<file path="src/rtl/vga_timing_pkg.sv">
// vga_timing_pkg: shared raster constants and types for the 640x480@60 display
// pipeline. Holds the default porch/sync geometry, the derived line/frame
// totals and sync windows, the coordinate type used by the renderers, and the
// idle pattern of the {hs, vs, blank} bundle.
package vga_timing_pkg;

  typedef logic [9:0] coord_t;

  localparam int H_ACTIVE_DEF   = 640;
  localparam int H_FP_DEF       = 16;
  localparam int H_SYNC_DEF     = 96;
  localparam int H_BP_DEF       = 48;
  localparam int V_ACTIVE_DEF   = 480;
  localparam int V_FP_DEF       = 10;
  localparam int V_SYNC_DEF     = 2;
  localparam int V_BP_DEF       = 33;
  localparam int SYNC_DELAY_DEF = 1;

  localparam int H_TOTAL = H_ACTIVE_DEF + H_FP_DEF + H_SYNC_DEF + H_BP_DEF;
  localparam int V_TOTAL = V_ACTIVE_DEF + V_FP_DEF + V_SYNC_DEF + V_BP_DEF;

  localparam int H_SYNC_START = H_ACTIVE_DEF + H_FP_DEF;
  localparam int H_SYNC_END   = H_SYNC_START + H_SYNC_DEF;
  localparam int V_SYNC_START = V_ACTIVE_DEF + V_FP_DEF;
  localparam int V_SYNC_END   = V_SYNC_START + V_SYNC_DEF;

  // {hs, vs, blank}: syncs deasserted (high), video disabled.
  localparam logic [2:0] SYNC_IDLE = 3'b110;

  // True when lo <= v < hi.
  function automatic logic in_window(input int v, input int lo, input int hi);
    return (v >= lo) && (v < hi);
  endfunction

endpackage

</file>
<file path="src/rtl/vga_sync_delay.sv">
// vga_sync_delay: DEPTH-stage shift register for the {hs, vs, blank} bundle.
// Stages advance only when en is high (one step per pixel) and reset to the
// idle pattern. DEPTH = 0 passes din straight through.
// Ports: clk, reset (sync, active high), en (pixel advance), din[2:0], dout[2:0].
module vga_sync_delay
  import vga_timing_pkg::*;
#(
  parameter int DEPTH = 1
) (
  input  logic       clk,
  input  logic       reset,
  input  logic       en,
  input  logic [2:0] din,
  output logic [2:0] dout
);

  generate
    if (DEPTH == 0) begin : g_bypass
      logic unused_ok;
      assign unused_ok = ^{clk, reset, en};
      assign dout = din;
    end else begin : g_shift
      logic [2:0] stage [DEPTH];

      // Pixel-qualified shift; stage[DEPTH-1] is the oldest sample.
      always_ff @(posedge clk) begin
        if (reset) begin
          for (int i = 0; i < DEPTH; i++) stage[i] <= SYNC_IDLE;
        end else if (en) begin
          stage[0] <= din;
          for (int i = 1; i < DEPTH; i++) stage[i] <= stage[i-1];
        end
      end

      assign dout = stage[DEPTH-1];
    end
  endgenerate

endmodule

</file>
<file path="src/rtl/vga_timing_gen.sv">
// vga_timing_gen: 640x480@60 raster generator running from the 50 MHz clock.
// Ports: Clk, Reset (sync, active high) in; vga_clk (Clk/2), pix_en (counter
// advance strobe), DrawX/DrawY (raster position), blank (active video,
// undelayed), blank_d/hs/vs (delayed by SYNC_DELAY pixels, syncs active low),
// line_tick/frame_tick (one-Clk pulses on the pixel where X / X and Y wrap).
module vga_timing_gen
  import vga_timing_pkg::*;
#(
  parameter int H_ACTIVE   = H_ACTIVE_DEF,
  parameter int H_FP       = H_FP_DEF,
  parameter int H_SYNC     = H_SYNC_DEF,
  parameter int H_BP       = H_BP_DEF,
  parameter int V_ACTIVE   = V_ACTIVE_DEF,
  parameter int V_FP       = V_FP_DEF,
  parameter int V_SYNC     = V_SYNC_DEF,
  parameter int V_BP       = V_BP_DEF,
  parameter int SYNC_DELAY = SYNC_DELAY_DEF
) (
  input  logic       Clk,
  input  logic       Reset,
  output logic       vga_clk,
  output logic       pix_en,
  output logic [9:0] DrawX,
  output logic [9:0] DrawY,
  output logic       blank,
  output logic       blank_d,
  output logic       hs,
  output logic       vs,
  output logic       frame_tick,
  output logic       line_tick
);

  localparam int H_LEN    = H_ACTIVE + H_FP + H_SYNC + H_BP;
  localparam int V_LEN    = V_ACTIVE + V_FP + V_SYNC + V_BP;
  localparam int HS_START = H_ACTIVE + H_FP;
  localparam int HS_END   = HS_START + H_SYNC;
  localparam int VS_START = V_ACTIVE + V_FP;
  localparam int VS_END   = VS_START + V_SYNC;

  logic toggle;
  logic x_last;
  logic y_last;
  logic y_over;
  logic hs_raw;
  logic vs_raw;

  // vga_clk and pix_en are the same register: counters move on the Clk edge
  // that ends the toggle-high cycle, i.e. on the falling edge of vga_clk.
  assign vga_clk = toggle;
  assign pix_en  = toggle;

  // ">=" rather than "==" so a corrupted count still wraps to zero.
  assign x_last = int'(DrawX) >= H_LEN - 1;
  assign y_last = int'(DrawY) >= V_LEN - 1;
  assign y_over = int'(DrawY) >  V_LEN - 1;

  assign blank  = (int'(DrawX) < H_ACTIVE) && (int'(DrawY) < V_ACTIVE);
  assign hs_raw = ~in_window(int'(DrawX), HS_START, HS_END);
  assign vs_raw = ~in_window(int'(DrawY), VS_START, VS_END);

  // Pixel toggle, raster counters and wrap ticks.
  always_ff @(posedge Clk) begin
    if (Reset) begin
      toggle     <= 1'b0;
      DrawX      <= 10'd0;
      DrawY      <= 10'd0;
      line_tick  <= 1'b0;
      frame_tick <= 1'b0;
    end else begin
      toggle <= ~toggle;
      // Ticks are loaded one edge early so they are high during the pix_en
      // cycle whose closing edge performs the wrap.
      line_tick  <= ~toggle & x_last;
      frame_tick <= ~toggle & x_last & y_last;
      if (toggle) begin
        if (x_last) begin
          DrawX <= 10'd0;
          if (y_last) DrawY <= 10'd0;
          else        DrawY <= DrawY + 10'd1;
        end else begin
          DrawX <= DrawX + 10'd1;
          if (y_over) DrawY <= 10'd0;
        end
      end
    end
  end

  vga_sync_delay #(
    .DEPTH (SYNC_DELAY)
  ) u_sync_delay (
    .clk   (Clk),
    .reset (Reset),
    .en    (pix_en),
    .din   ({hs_raw, vs_raw, blank}),
    .dout  ({hs, vs, blank_d})
  );

  // Geometry guard: counters are 10 bits wide and the delay line is short.
  always_ff @(posedge Clk) begin
    assert (H_LEN <= 1024 && V_LEN <= 1024 && SYNC_DELAY >= 0 && SYNC_DELAY <= 4)
      else $error("vga_timing_gen: illegal geometry or SYNC_DELAY");
  end

endmodule

</file>
<file path="config.mk">
export PLATFORM = sky130hd
export DESIGN_NAME = vga_timing_gen
export DESIGN_NICKNAME = d
export VERILOG_FILES = /design/src/rtl/vga_timing_pkg.sv /design/src/rtl/vga_sync_delay.sv /design/src/rtl/vga_timing_gen.sv
export SDC_FILE = /design/constraint.sdc
export NUM_CORES = 1
export LEC_CHECK = 0
export ABC_AREA = 1
export CAP_MARGIN = 20
export CORE_MARGIN = 8
export CORE_UTILIZATION = 45
export CTS_CLUSTER_DIAMETER = 100
export DETAILED_ROUTE_END_ITERATION = 8
export PLACE_DENSITY = 0.72
export SETUP_SLACK_MARGIN = 0.15
export SLEW_MARGIN = 5
export SYNTH_ARGS = -nofsm -noshare
export SYNTH_HDL_FRONTEND = slang
export SYNTH_HIERARCHICAL = 1
export SYNTH_SLANG_ARGS = --single-unit
export TNS_END_PERCENT = 50
</file>
<file path="constraint.sdc">
create_clock -name Clk -period 3 [get_ports Clk]
set_input_delay 0.6 -clock Clk [delete_from_list [all_inputs] [get_ports Clk]]
set_output_delay 0.6 -clock Clk [all_outputs]
set_load 0.03 [all_outputs]
</file>
* Yosys cells after proc, flatten, opt, wreduce, memory -nomap -nowiden
Memories as Yosys holds them, arrays and structs flattened. Cells that the tools add are included.
Storage, ports and cells: register bits 23, latch bits 0, bits in writable memories 3, memory bits (read-only) 0, input port bits 2, output and inout port bits 28, word-level logic and storage cells 39, memories 1
Memories:
- u_sync_delay.g_shift.stage | depth 1, width 3, rd ports 1, clocked after memory_dff 0, wr ports 1, line vga_sync_delay.sv:23 | logic [2:0] stage [DEPTH];
Cells by class: $add $sub $neg 2, $mul 0, div/mod/pow operators 0, magnitude comparators 9, equality and inequality tests 0, shifts and indexed selects 0, muxes and demuxes 11, bitwise gates (word level) 5, reductions and logical operators 6
Operators by type and width (count):
- 10-bit two-way mux | 4
- 10-bit >= comparator, second input constant | 3
- 10-bit by 1-bit adder with 10-bit output, second input constant | 2
- 10-bit < comparator, second input constant | 2
- 10-bit by 9-bit < comparator with 1-bit output, second input constant | 2
- 10-bit by 9-bit >= comparator with 1-bit output, second input constant | 1
- 10-bit > comparator, second input constant | 1
- 1-bit two-way mux | 6
- 1-bit logical AND | 3
- 3-bit two-way mux | 1
- 1-bit inverter | 3
- 3-bit OR reduction | 1
- 1-bit bitwise AND | 2
- 2-bit AND reduction | 1
- 2-bit nonzero test | 1

* Depth between registers and ports, before layout
depth in word-level cells 5, mapped depth 8

* By module
The synthesis kept the hierarchy.
By module, submodules not included:
- vga_timing_gen | times used 1, cells each 186, area each 1328.8 µm², sequential area each 460.4 µm²
- vga_sync_delay | times used 1, cells each 14, area each 133.9 µm², sequential area each 90.1 µm²

* Least setup slack after synthesis
No wires, ideal clock.
path kind register to output, from reg DrawX[8], to out blank, arrival time 1.690 ns, setup slack 0.710 ns, stages on the path, launching flop included 3, buffers on the path 0, cells stage by stage dfxtp_1 > nor2_1 > nor4_1
Between the ends: longest elaborated chain between the ends 2
Ends and longest elaborated chain:
- start: declaration | line vga_timing_gen.sv:23 | output logic [9:0] DrawX,
- start signal: assignment | line vga_timing_gen.sv:81 | DrawX <= DrawX + 10'd1;
- 10-bit < comparator | line vga_timing_gen.sv:57 | assign blank = (int'(DrawX) < H_ACTIVE) && (int'(DrawY) < V_ACTIVE);
- 1-bit logical AND | line vga_timing_gen.sv:57
- end: declaration | line vga_timing_gen.sv:25 | output logic blank,
No other way between the ends.

* Worst setup path after layout
Ends and elaborated chain as after synthesis.

==> results.py <==
metrics = {
    "cts": {
        "cts_tree": "built",
        "ctsHoldBuffers": 0,
        "post_cts.repair.setup_buffers": 0,
        "clockBufferDepth": 2,
        "cts_resized": 0,
        "cts_root_buf": "clkbuf_4",
        "cts_num_sinks": 26,
        "clkTransAtPathRegs_ns": 0.14,
        "cts-htree-levels": 1,
        "clk_latency_ns": 0.32,
        "cts_inserted_buffers": 3,
    },
    "placement": {
        "detailed_place_hpwl_mm": 2.49,
        "gp_congestion": 0.887,
        "portBuffers": 29,
        "post-place-cells": 269,
        "placedInstanceArea_mm2": 0.00177,
    },
    "finish": {
        "fillers": 304,
        "areaGrowthSynthToFinish_pct": 23.8,
        "nets": 236,
        "drive_gt1_share_pct": 8.73,
        "postLayoutCellArea_mm2": 0.00181,
        "final_cells": 273,
        "num_antenna_cells": 0,
    },
    "drt": {
        "first_pass_iters": 4,
        "viasPerCell": 4.88,
        "drt.antenna.violating_nets": 0,
        "drt-total-wl_mm": 3.30,
        "vias": 1331,
        "post_drt_wl_per_cell_um": 12.1,
        "drc": 0,
        "drt_iter0_drc": 111,
    },
    "die": {
        "start_util_pct": 47.5,
        "ioPinCount": 30,
        "rows": 20,
        "dieWidth_um": 73.0,
        "dieArea_mm2": 0.00533,
        "core_area_mm2": 0.00308,
        "die_h_um": 73.0,
    },
    "power_and_ir_drop": {
        "leakage_nw": 0.674,
        "power.density_mw_per_mm2": 319,
        "irDropWorstVdd_uv": 251,
    },
    "timing": {
        "worstMarginPinSlew_ns": 0.546,
        "finalCritPeriodShare_pct": 85.1,
        "slew_headroom_pct": 63.5,
        "tns_ns": 0,
        "final-setup-viol-count": 0,
        "rsz0062_at_grt": "false",
        "min_period_ns": 2.55,
        "slew_viol_final": 0,
        "final-hold-violation-count": 0,
        "skew_ns": 0.00240,
        "fmax_mhz": 391,
    },
    "yosys": {
        "synth_top_cell_by_area": "dfxtp_1",
        "syn-cell-area_mm2": 0.00146,
        "synth_cells": 200,
        "syn_nets": 206,
        "syn_area_per_cell_um2": 7.31,
        "ys_seq_elements": 26,
        "synthFlopType": "dfxtp_1",
        "synth-edff-count": 3,
        "synth_async_sr_flop_share_pct": 0,
        "ys_seq_area_share_pct": 37.6,
        "post-synth-top-count-cell": "nand2_1",
        "ys_top_cells_by_area": "dfxtp_1, nand2_1, inv_1",
        "yosys_warnings": 6,
        "synth_top_area_share_pct": 31.5,
        "ys_types": 26,
        "synth_commonest_cells": "nand2_1, inv_1, dfxtp_1, nand3_1, nor2_1",
    },
    "setup_path": {
        "worst-r2r-setup-slack_ns": 1.38,
        "r2r_cells": 7,
        "critical_path_class": "flip-flop to output pin",
        "timing.rr.end": "DrawY[2]",
        "endpoint_kind": "output pin",
        "crit_end": "blank",
        "worst-endpoint-arrival_ns": 1.95,
        "path_max_fanout": 5,
        "worstSetupStartpointType": "flip-flop",
        "rr_startpoint": "DrawX[1]",
        "cp.required_ns": 2.40,
        "cp-startpoint": "DrawX[8]",
    },
    "grt": {
        "grt_overflow": 0,
        "grt_pass1_wl_mm": 5.63,
        "grt_start_max_net_pins": 15,
        "track_usage_pct": 13.0,
        "grt_pass1_vias": 1264,
        "antenna_found_initial": 0,
    },
    "flow_run": {
        "drv_cap": 0,
    },
    "status": {
        "status": "finished clean",
    },
    "hold_path": {
        "hp-class": "flip-flop to flip-flop",
    },
}
==> cells in the final DEF (no fill, tap or decap) <==
cell type and n:
nand2_1 47, dfxtp_1 23, nor2_8 1, clkdlybuf4s50_1 29, nor3_1 3, or2_1 1
a41oi_1 1, a21oi_2 4, edfxtp_1 3, ha_1 4, or2_2 1, nand2_2 2
inv_1 32, nor3_2 1, a21oi_1 8, xor2_1 2, clkbuf_8 1, o21ai_0 7
nor2_4 3, nand4_1 8, nand3_4 2, nor2_1 18, xnor2_1 2, nand3_1 18
nor2_2 2, clkbuf_4 3, nor4_1 3
==> layer usage <==
| layer | routed length [um] | global-route usage [%] |
|---|---|---|
| met2 | 1480 | 20.6 |
| met4 | 17 | 2.22 |
| met5 | 0 | 0 |
| met1 | 1610 | 16.9 |
| met3 | 193 | 4.12 |
==> final cells by class <==
| type | count | area (um^2) | area share, % |
|---|---|---|---|
| clock buffer | 4 | 36.3 | 2.00 |
| inverter | 32 | 120 | 6.63 |
| multi-input combinational | 138 | 758 | 41.9 |
| sequential | 26 | 551 | 30.4 |
| tap | 44 | 55.1 | 3.04 |
| timing repair buffer | 29 | 290 | 16.0 |
==> logic make-up after synthesis <==
| family | Yosys count | synth area share (%) |
|---|---|---|
| xor+xnor | 4 | 2.40 |
| fa+ha+maj | 4 | 3.42 |
| simple gates | 110 | 37.9 |
| compound gates | 20 | 8.13 |
| flops | 26 | 37.6 |
| buf+inv | 36 | 10.5 |
==> worst min path at each step <==
stage                    end  slack, ns  cells past startpoint      from
floorplan           DrawX[6]       0.62                      2  DrawX[6]
global placement    DrawX[9]       0.50                      2  DrawX[9]
detailed placement  DrawY[3]       0.52                      2  DrawY[3]
CTS                 DrawX[6]       0.54                      2  DrawX[6]
global route        DrawX[6]       0.56                      2  DrawX[6]
finish              DrawY[3]       0.54                      2  DrawY[3]
==> sequential cells by signal (all words and copies together), names as in the netlist <==
| name | flops |
|---|---|
| DrawX | 10 |
| DrawY | 10 |
| u_sync_delay/g_shift.stage | 3 |
| frame_tick | 1 |
| line_tick | 1 |
| pix_en | 1 |
==> worst max-delay path, cell delays in order, from the launching register on <==
cell and delay [ns]:
dfxtp_1 0.38, nand2_1 0.07, inv_1 0.07, nor4_1 0.37, clkdlybuf4s50_1 0.75
==> per-stage QoR <==
step | utilization, % | power, W | setup WS (ns) | hold WS (ns)
after floorplan | - | 0.000394 | 0.710 | 0.623
after global placement | 57.6 | 0.000408 | 0.803 | 0.503
after detailed placement | 57.6 | 0.000409 | 0.798 | 0.516
after CTS | 58.8 | 0.000587 | 0.416 | 0.542
after global routing | 58.8 | 0.000599 | 0.323 | 0.565
final | 58.8 | 0.000577 | 0.446 | 0.541
==> power by group <==
| part | switching [W] | total (W) | internal, W |
|---|---|---|---|
| logic | 0.0000247 | 0.0000383 | 0.0000136 |
| clock network | 0.000102 | 0.000176 | 0.0000743 |
| registers | 0.00000672 | 0.000363 | 0.000356 |
(Power assumes the default switching activity.)
